$ cat src/rtl/cmu_multiphase.sv
// cmu_multiphase
//   Clock-management unit. Divides clk_i into frames of NUM_PHASES
//   non-overlapping one-cycle phase enables, each slot lasting P cycles.
//   A new slot length is held pending and takes effect only at a frame
//   boundary (FB), or at once while halted. Unmasked interrupts or step mode
//   halt the sequencer, but only at a frame boundary. Step mode then runs one
//   whole frame per step_i pulse. Completed frames are counted.
//
// Ports
//   clk_i          in   1           system clock
//   clear_i        in   1           synchronous active-high reset
//   period_i       in   PERIOD_W    requested slot length (values below 2 become 2)
//   period_load_i  in   1           capture period_i as the pending slot length
//   intr_i         in   NUM_INTR    interrupt requests (level)
//   intr_mask_i    in   NUM_INTR    1 = ignore the matching intr_i bit
//   step_mode_i    in   1           1 = halt and advance only on step_i
//   step_i         in   1           run exactly one frame while halted
//   phi_o          out  NUM_PHASES  one-hot-or-zero phase enables
//   halted_o       out  1           sequencer frozen in HALT
//   frame_cnt_o    out  CNT_W       completed frames, wraps
//   clk_o          out  1           clk_i forwarded
//   clear_o        out  1           clear_i forwarded
//
// state | meaning
// ------+---------------------------------------------------------------
// RUN   | free-running; frames repeat
// DRAIN | halt requested; finish the current frame, then HALT
// HALT  | frozen at the frame start; no phase enables
// STEP  | run exactly one frame, then HALT (or RUN if nothing holds it)

module cmu_multiphase #(
    parameter int NUM_PHASES     = 2,
    parameter int PERIOD_W       = 4,
    parameter int DEFAULT_PERIOD = 2,
    parameter int NUM_INTR       = 2,
    parameter int CNT_W          = 16
) (
    input  logic                  clk_i,
    input  logic                  clear_i,
    input  logic [PERIOD_W-1:0]   period_i,
    input  logic                  period_load_i,
    input  logic [NUM_INTR-1:0]   intr_i,
    input  logic [NUM_INTR-1:0]   intr_mask_i,
    input  logic                  step_mode_i,
    input  logic                  step_i,
    output logic [NUM_PHASES-1:0] phi_o,
    output logic                  halted_o,
    output logic [CNT_W-1:0]      frame_cnt_o,
    output logic                  clk_o,
    output logic                  clear_o
);

    localparam int PH_W = (NUM_PHASES > 1) ? $clog2(NUM_PHASES) : 1;
    localparam logic [PH_W-1:0]     PH_LAST   = PH_W'(NUM_PHASES - 1);
    localparam logic [PERIOD_W-1:0] P_MIN     = PERIOD_W'(2);
    localparam logic [PERIOD_W-1:0] P_DEFAULT = PERIOD_W'(DEFAULT_PERIOD);

    typedef enum logic [1:0] {
        S_RUN   = 2'd0,
        S_DRAIN = 2'd1,
        S_HALT  = 2'd2,
        S_STEP  = 2'd3
    } state_t;

    state_t              state;
    logic [PERIOD_W-1:0] tick;
    logic [PERIOD_W-1:0] period;
    logic [PERIOD_W-1:0] pend_period;
    logic                pend_vld;
    logic [PH_W-1:0]     ph;
    logic [CNT_W-1:0]    frame_cnt;

    logic                advancing;
    logic                slot_end;
    logic                fb;
    logic                intr_act;
    logic [PERIOD_W-1:0] load_val;

    assign advancing = (state != S_HALT);
    assign slot_end  = (tick == period - PERIOD_W'(1));
    assign fb        = advancing && slot_end && (ph == PH_LAST);
    assign intr_act  = |(intr_i & ~intr_mask_i);
    assign load_val  = (period_i < P_MIN) ? P_MIN : period_i;

    // Decoded from registers only, so no pulse can appear in the cycle
    // after a clear edge.
    always_comb begin
        phi_o = '0;
        if (advancing && slot_end) begin
            phi_o[ph] = 1'b1;
        end
    end

    always_ff @(posedge clk_i) begin
        if (clear_i) begin
            state       <= S_RUN;
            tick        <= '0;
            ph          <= '0;
            period      <= P_DEFAULT;
            pend_period <= P_DEFAULT;
            pend_vld    <= 1'b0;
            frame_cnt   <= '0;
        end else begin
            case (state)
                S_RUN: begin
                    if (intr_act || step_mode_i) begin
                        state <= fb ? S_HALT : S_DRAIN;
                    end
                end
                S_DRAIN: begin
                    if (fb) begin
                        state <= S_HALT;
                    end
                end
                S_HALT: begin
                    if (!intr_act && !step_mode_i) begin
                        state <= S_RUN;
                    end else if (step_mode_i && step_i && !intr_act) begin
                        state <= S_STEP;
                    end
                end
                S_STEP: begin
                    if (fb) begin
                        state <= (!step_mode_i && !intr_act) ? S_RUN : S_HALT;
                    end
                end
                default: state <= S_RUN;
            endcase

            if (advancing) begin
                if (slot_end) begin
                    tick <= '0;
                    ph   <= (ph == PH_LAST) ? '0 : ph + PH_W'(1);
                end else begin
                    tick <= tick + PERIOD_W'(1);
                end
            end else begin
                tick <= '0;
                ph   <= '0;
            end

            if (fb) begin
                frame_cnt <= frame_cnt + CNT_W'(1);
            end

            // Apply the previously pending length first. A load in the same
            // cycle then overwrites the pending slot, so it waits for the
            // next boundary.
            if (pend_vld && (fb || state == S_HALT)) begin
                period   <= pend_period;
                pend_vld <= 1'b0;
            end
            if (period_load_i) begin
                pend_period <= load_val;
                pend_vld    <= 1'b1;
            end
        end
    end

    assign halted_o    = (state == S_HALT);
    assign frame_cnt_o = frame_cnt;
    assign clk_o       = clk_i;
    assign clear_o     = clear_i;

endmodule

$ cat config.mk
export PLATFORM = sky130hd
export DESIGN_NAME = cmu_multiphase
export DESIGN_NICKNAME = d
export VERILOG_FILES = /design/src/rtl/cmu_multiphase.sv
export SDC_FILE = /design/constraint.sdc
export NUM_CORES = 1
export LEC_CHECK = 0
export CORE_UTILIZATION = 45
export CTS_CLUSTER_DIAMETER = 100
export DETAILED_ROUTE_END_ITERATION = 8
export PLACE_DENSITY = 0.73
export SKIP_CTS_REPAIR_TIMING = 1
export SLEW_MARGIN = 20
export SYNTH_ARGS = -nofsm -noshare
export SYNTH_HDL_FRONTEND = slang
export SYNTH_SLANG_ARGS = --single-unit
$ cat constraint.sdc
create_clock -name clk_i -period 2.1 [get_ports clk_i]
set_input_delay 0.21 -clock clk_i [delete_from_list [all_inputs] [get_ports clk_i]]
set_output_delay 0.21 -clock clk_i [all_outputs]
set_load 0.01 [all_outputs]
# Word level (Yosys, flattened, before mapping)
# Index checks and enable logic that the tools add are counted.
totals:
  word_cells: 58
  in_bits: 13
  regBits: 32
  output_inout_bits: 21
classes:
  magnitude_cmp: 3
  n_addsub: 4
  muxes: 15
  reduce_logical: 17
  bitwise: 3
  n_eq_ne: 9
ops:
  columns: ["cell", "n"]
  rows:
  - ["adder 16 x 1 -> 16 bit (second input constant)", 1]
  - ["two-way mux 2 bit", 8]
  - ["!= test 2 bit (second input constant)", 4]
  - ["case mux 2 bit (4 select lines)", 1]
  - ["logical AND 1 bit", 7]
  - ["adder 4 x 1 -> 4 bit (second input constant)", 1]
  - ["equality test 2 bit (second input constant)", 2]
  - ["equality test 4 bit", 1]
  - ["< comparator 4 x 2 -> 1 bit (second input constant)", 1]
  - ["two-way mux 1 bit", 4]
  - ["two-way mux 4 bit", 1]
  - ["AND reduction 4 bit", 1]
  - ["OR reduction 2 bit", 2]
  - ["subtractor 4 x 1 -> 4 bit (second input constant)", 1]
  - ["!= test 3 x 1 -> 1 bit (second input constant)", 1]
  - ["OR reduction 3 bit", 1]
  - ["bitwise AND 2 bit", 1]
  - ["equality test 2 x 1 -> 1 bit (second input constant)", 1]
  - ["zero test 1 bit", 2]
  - ["zero test 2 bit", 1]
  - ["logical OR 1 bit", 2]
  - ["< comparator 1 x 2 -> 1 bit (second input constant)", 1]
  - ["inverter 2 bit", 1]
  - ["nonzero test 2 bit", 1]
  - ["other kinds (4)", 4]

# Logic depth before layout (Yosys ltp)
logic_depth:
  depth_word: 8
  depth_mapped: 8
  mapped_depth_nobuf: 7

==> tab_implementation.tex <==
\begin{tabular}{lr}
\hline
Metric & Value \\
\hline
\multicolumn{2}{l}{\textbf{Status}} \\
\quad Run status & finished with violations \\
\quad Violations in the final reports & negative setup slack \\
\multicolumn{2}{l}{\textbf{Clock tree}} \\
\quad TritonCTS clock tree & yes \\
\quad Clock slew at reported path FFs & 0.09 ns \\
\quad Clock latency at the later pin of the worst-skew pair & 0.44 ns \\
\multicolumn{2}{l}{\textbf{Setup path}} \\
\quad Maximum fanout count along the critical path & 3 \\
\quad Data arrival time at the worst-slack endpoint & 1.89 ns \\
\quad Kind of end point of the critical path & output port \\
\quad Required time reported for the critical path endpoint & 1.89 ns \\
\quad Chain of cells forming the critical path & inv\_1 -> ha\_4 -> xor2\_1 -> and3\_4 -> buf\_6 -> nand4\_1 -> inv\_1 -> buf\_2 \\
\quad Biggest cell delay along the critical path & 0.35 ns \\
\quad Critical path buffers and inverters & 4 \\
\quad Cell at the slowest stage of the critical path & sky130\_fd\_sc\_hd\_\_dfxtp\_2 \\
\quad Crit path top cell by count & sky130\_fd\_sc\_hd\_\_inv\_1 \\
\quad Classification of the worst setup path & flip-flop to output port \\
\quad Startpoint type of the worst setup path & flip-flop \\
\quad Top Family by Delay on Critical Path & buffers and inverters \\
\multicolumn{2}{l}{\textbf{Synthesis}} \\
\quad Register area share after synthesis & 39.3\% \\
\quad Count of mapped cells out of synthesis & 186 \\
\quad Leading cell types by total area after synthesis & sky130\_fd\_sc\_hd\_\_dfxtp\_1 39\%, sky130\_fd\_sc\_hd\_\_a21oi\_1 5.8\%, sky130\_fd\_sc\_hd\_\_or3\_1 4.6\%, sky130\_fd\_sc\_hd\_\_mux2i\_1 4.3\%, sky130\_fd\_sc\_hd\_\_o21ai\_0 3.7\% \\
\quad Avg Synthesized Cell Area & 8.77 sq um \\
\quad Flop and latch count out of synthesis & 32 \\
\quad Synth unique cells & 42 \\
\quad Warning count from the yosys run & 0 \\
\quad Netlist Area Pre-Place & 1630 sq um \\
\quad Post-synth top area cell & sky130\_fd\_sc\_hd\_\_dfxtp\_1 \\
\quad Synthesized net count & 202 \\
\quad Area fraction of the dominant cell type after synthesis & 39.3\% \\
\multicolumn{2}{l}{\textbf{Global route}} \\
\quad Residual overflow from global routing & 0 \\
\quad Global-route wire length before repair & 6220 microns \\
\quad Antenna violations before repair & 0 \\
\quad Number of global-route vias before repair & 1444 \\
\quad Overall track demand over capacity in global routing & 20.5\% \\
\quad Largest net degree at the start of global routing & 31 \\
\multicolumn{2}{l}{\textbf{Finish}} \\
\quad Antenna cells & 0 \\
\quad Layout Cells excl Fill & 283 \\
\quad Register area & 643 sq um \\
\quad Final net count & 252 \\
\quad Area of the multi-input gates & 880 sq um \\
\quad Layout overhead on the synthesized area & 34.2\% \\
\quad Fraction of final layout cells sized beyond drive strength 1 & 19.0\% \\
\quad Leading cell type in the layout, fill and taps excluded & sky130\_fd\_sc\_hd\_\_clkdlybuf4s50\_1 \\
\quad FILL cells & 273 \\
\quad Most frequent cells in the layout & 31 x sky130\_fd\_sc\_hd\_\_clkdlybuf4s50\_1, 30 x sky130\_fd\_sc\_hd\_\_dfxtp\_1, 19 x sky130\_fd\_sc\_hd\_\_a21oi\_1 \\
\multicolumn{2}{l}{\textbf{Timing}} \\
\quad Worst setup margin & -0.00283 ns \\
\quad Max\_slew headroom & 77.2\% \\
\quad Setup repair after global routing missed its margin & true \\
\quad Number of pins with negative max-slew slack in the final report & 0 \\
\quad Minimum clock period after layout & 2.10 ns \\
\quad Period Utilization, post-route & 100\% \\
\quad Setup violators final & 1 \\
\quad Actual transition at the worst max-transition pin & 0.340 ns \\
\quad Final hold vios & 0 \\
\quad Highest achievable clock rate & 476 MHz \\
\quad Clock tree skew after final layout & 0.00874 ns \\
\quad Setup TNS Final & -0.00283 ns \\
\multicolumn{2}{l}{\textbf{Power}} \\
\quad Sw frac & 30.5\% \\
\quad Internal power of the cells & 1290 uW \\
\quad Power consumption & 1860 uW \\
\quad Worst voltage drop across the vdd grid & 632 uV \\
\quad Power density normalized to cell area & 851 nW/um\^{}2 \\
\quad Leak Pwr & 0.000841 uW \\
\quad Share of power burned in combinational logic & 28.9\% \\
\quad Net switching power figure & 567 uW \\
\quad Share of power burned in registers & 39.8\% \\
\quad Clock share of power & 31.3\% \\
\multicolumn{2}{l}{\textbf{Floorplanning}} \\
\quad Chip height & 62.2 microns \\
\quad Num ports & 34 \\
\quad Standard-cell rows & 21 \\
\quad Initial core utilization & 47.7\% \\
\quad Placeable Area & 3420 sq um \\
\quad Horizontal die dimension & 62.2 microns \\
\quad Die area & 3870 sq um \\
\multicolumn{2}{l}{\textbf{Placement}} \\
\quad Placed insts & 269 \\
\quad Number of I/O port buffers & 33 \\
\quad Placer's final routability congestion estimate & 0.750 \\
\quad Worst slack, placed & -0.0899 ns \\
\quad Estimated wirelength of the detail-placed design & 2700 microns \\
\multicolumn{2}{l}{\textbf{Detailed routing}} \\
\quad Number of antenna-violating nets in the routed design & 0 \\
\quad Total number of vias & 1506 \\
\quad Number of vias per cell after detailed routing & 5.32 \\
\quad Wire length per cell after detailed routing & 13.1 microns \\
\quad First-pass DRT Iterations & 4 \\
\quad Total wire length & 3690 microns \\
\quad Drc violations & 0 \\
\quad Initial detailed-routing violation count & 52 \\
\multicolumn{2}{l}{\textbf{Hold path}} \\
\quad Class of the most critical hold timing path & input port to flip-flop \\
\multicolumn{2}{l}{\textbf{Run}} \\
\quad Max Cap Viol & 0 \\
\hline
\end{tabular}
[synth_stat cells (all sizes together)]
cell type      instances
dfxtp                 32
a21oi                 19
nor2                  16
inv                   15
o21ai                 12
or3                   12
nand2                  9
mux2i                  7
nand4                  7
buf                    6
xnor2                  6
nand3                  5
nor3                   5
xor2                   5
clkbuf                 3
ha                     3
o31ai                  3
or4                    3
a31oi                  2
and3                   2
nand2b                 2
a211oi                 1
a221o                  1
a221oi                 1
a22oi                  1
a32oi                  1
and2                   1
clkdlybuf4s15          1
nor3b                  1
nor4                   1
o311ai                 1
or2                    1
xnor3                  1
[area by class of cell]
type / instances / area share [%]
repair buffers: 49 / 20.2
flip-flops and latches: 32 / 29.4
multi-input cells: 129 / 40.2
clock inverters: 2 / 1.60
inverters: 15 / 2.57
well taps: 46 / 2.63
clock buffers: 10 / 3.38
[cells by family (layout without fill, tap and decap cells)]
logic type,count (synthesis),after routing,synth area share [%]
buffers and inverters,25,76,8.44
AND/OR/NAND/NOR,65,65,23.0
multiplexers,7,7,4.30
AO/OA/AOI/OAI,42,42,14.8
flip-flops,32,32,39.3
adder cells (fa/ha/maj),3,3,2.30
XOR/XNOR,12,12,7.83
[worst reg2reg max path: cells and delay by family (launching register included)]
| family | cells | cell delay, ns |
|---|---|---|
| AOI/OAI and AO/OA | 1 | 0.13 |
| xor gates and xnor gates | 1 | 0.14 |
| adders and majority gates | 1 | 0.27 |
| buffers and inverters | 3 | 0.38 |
| DFF | 1 | 0.35 |
| and+or+nand+nor | 3 | 0.73 |
[power groups by stage]
stage          combinational [uW]  clock (uW)  sequential, uW
2_1_floorplan                 335        39.2             730
3_3_place_gp                  471        48.4             744
3_5_place_dp                  492        48.4             751
4_1_cts                       498         596             738
5_1_grt                       586         629             749
6_report                      537         583             741
[flip-flops by register name, indices dropped and copies added, names as in the netlist]
| name | flops |
|---|---|
| period | 4 |
| pend_period | 4 |
| state | 2 |
| pend_vld | 1 |
| frame_cnt_o | 16 |
| ph | 1 |
| tick | 4 |
[path summary, 6_finish.rpt]
path,from,to,slack [ns],depth (start not counted)
worst min register to register,frame_cnt_o[15],frame_cnt_o[15],0.50,2
worst max register to register,period[0],frame_cnt_o[11],0.05,9
worst max-delay path,period[0],phi_o[1],-0.003,8
worst min-delay path,period_i[0],pend_period[0],0.40,3
[layer usage]
layer | track usage [%] | wire length (microns) | part of all wire [%]
met4 | 8.43 | 31 | 0.84
met2 | 36.7 | 1950 | 53
met3 | 8.46 | 164 | 4.4
met5 | 0 | 0 | 0
met1 | 20.9 | 1550 | 42
[metrics by stage]
| stage | utilization, % | hold slack (ns) | instance area, sq um |
|---|---|---|---|
| 2_1_floorplan | - | 0.302 | 1630 |
| 3_3_place_gp | 59.8 | 0.468 | 2040 |
| 3_5_place_dp | 59.8 | 0.469 | 2040 |
| 4_1_cts | 62.7 | 0.381 | 2140 |
| 5_1_grt | 64.0 | 0.394 | 2190 |
| 6_report | 64.0 | 0.396 | 2190 |
Power figures use the tool's default switching activity.
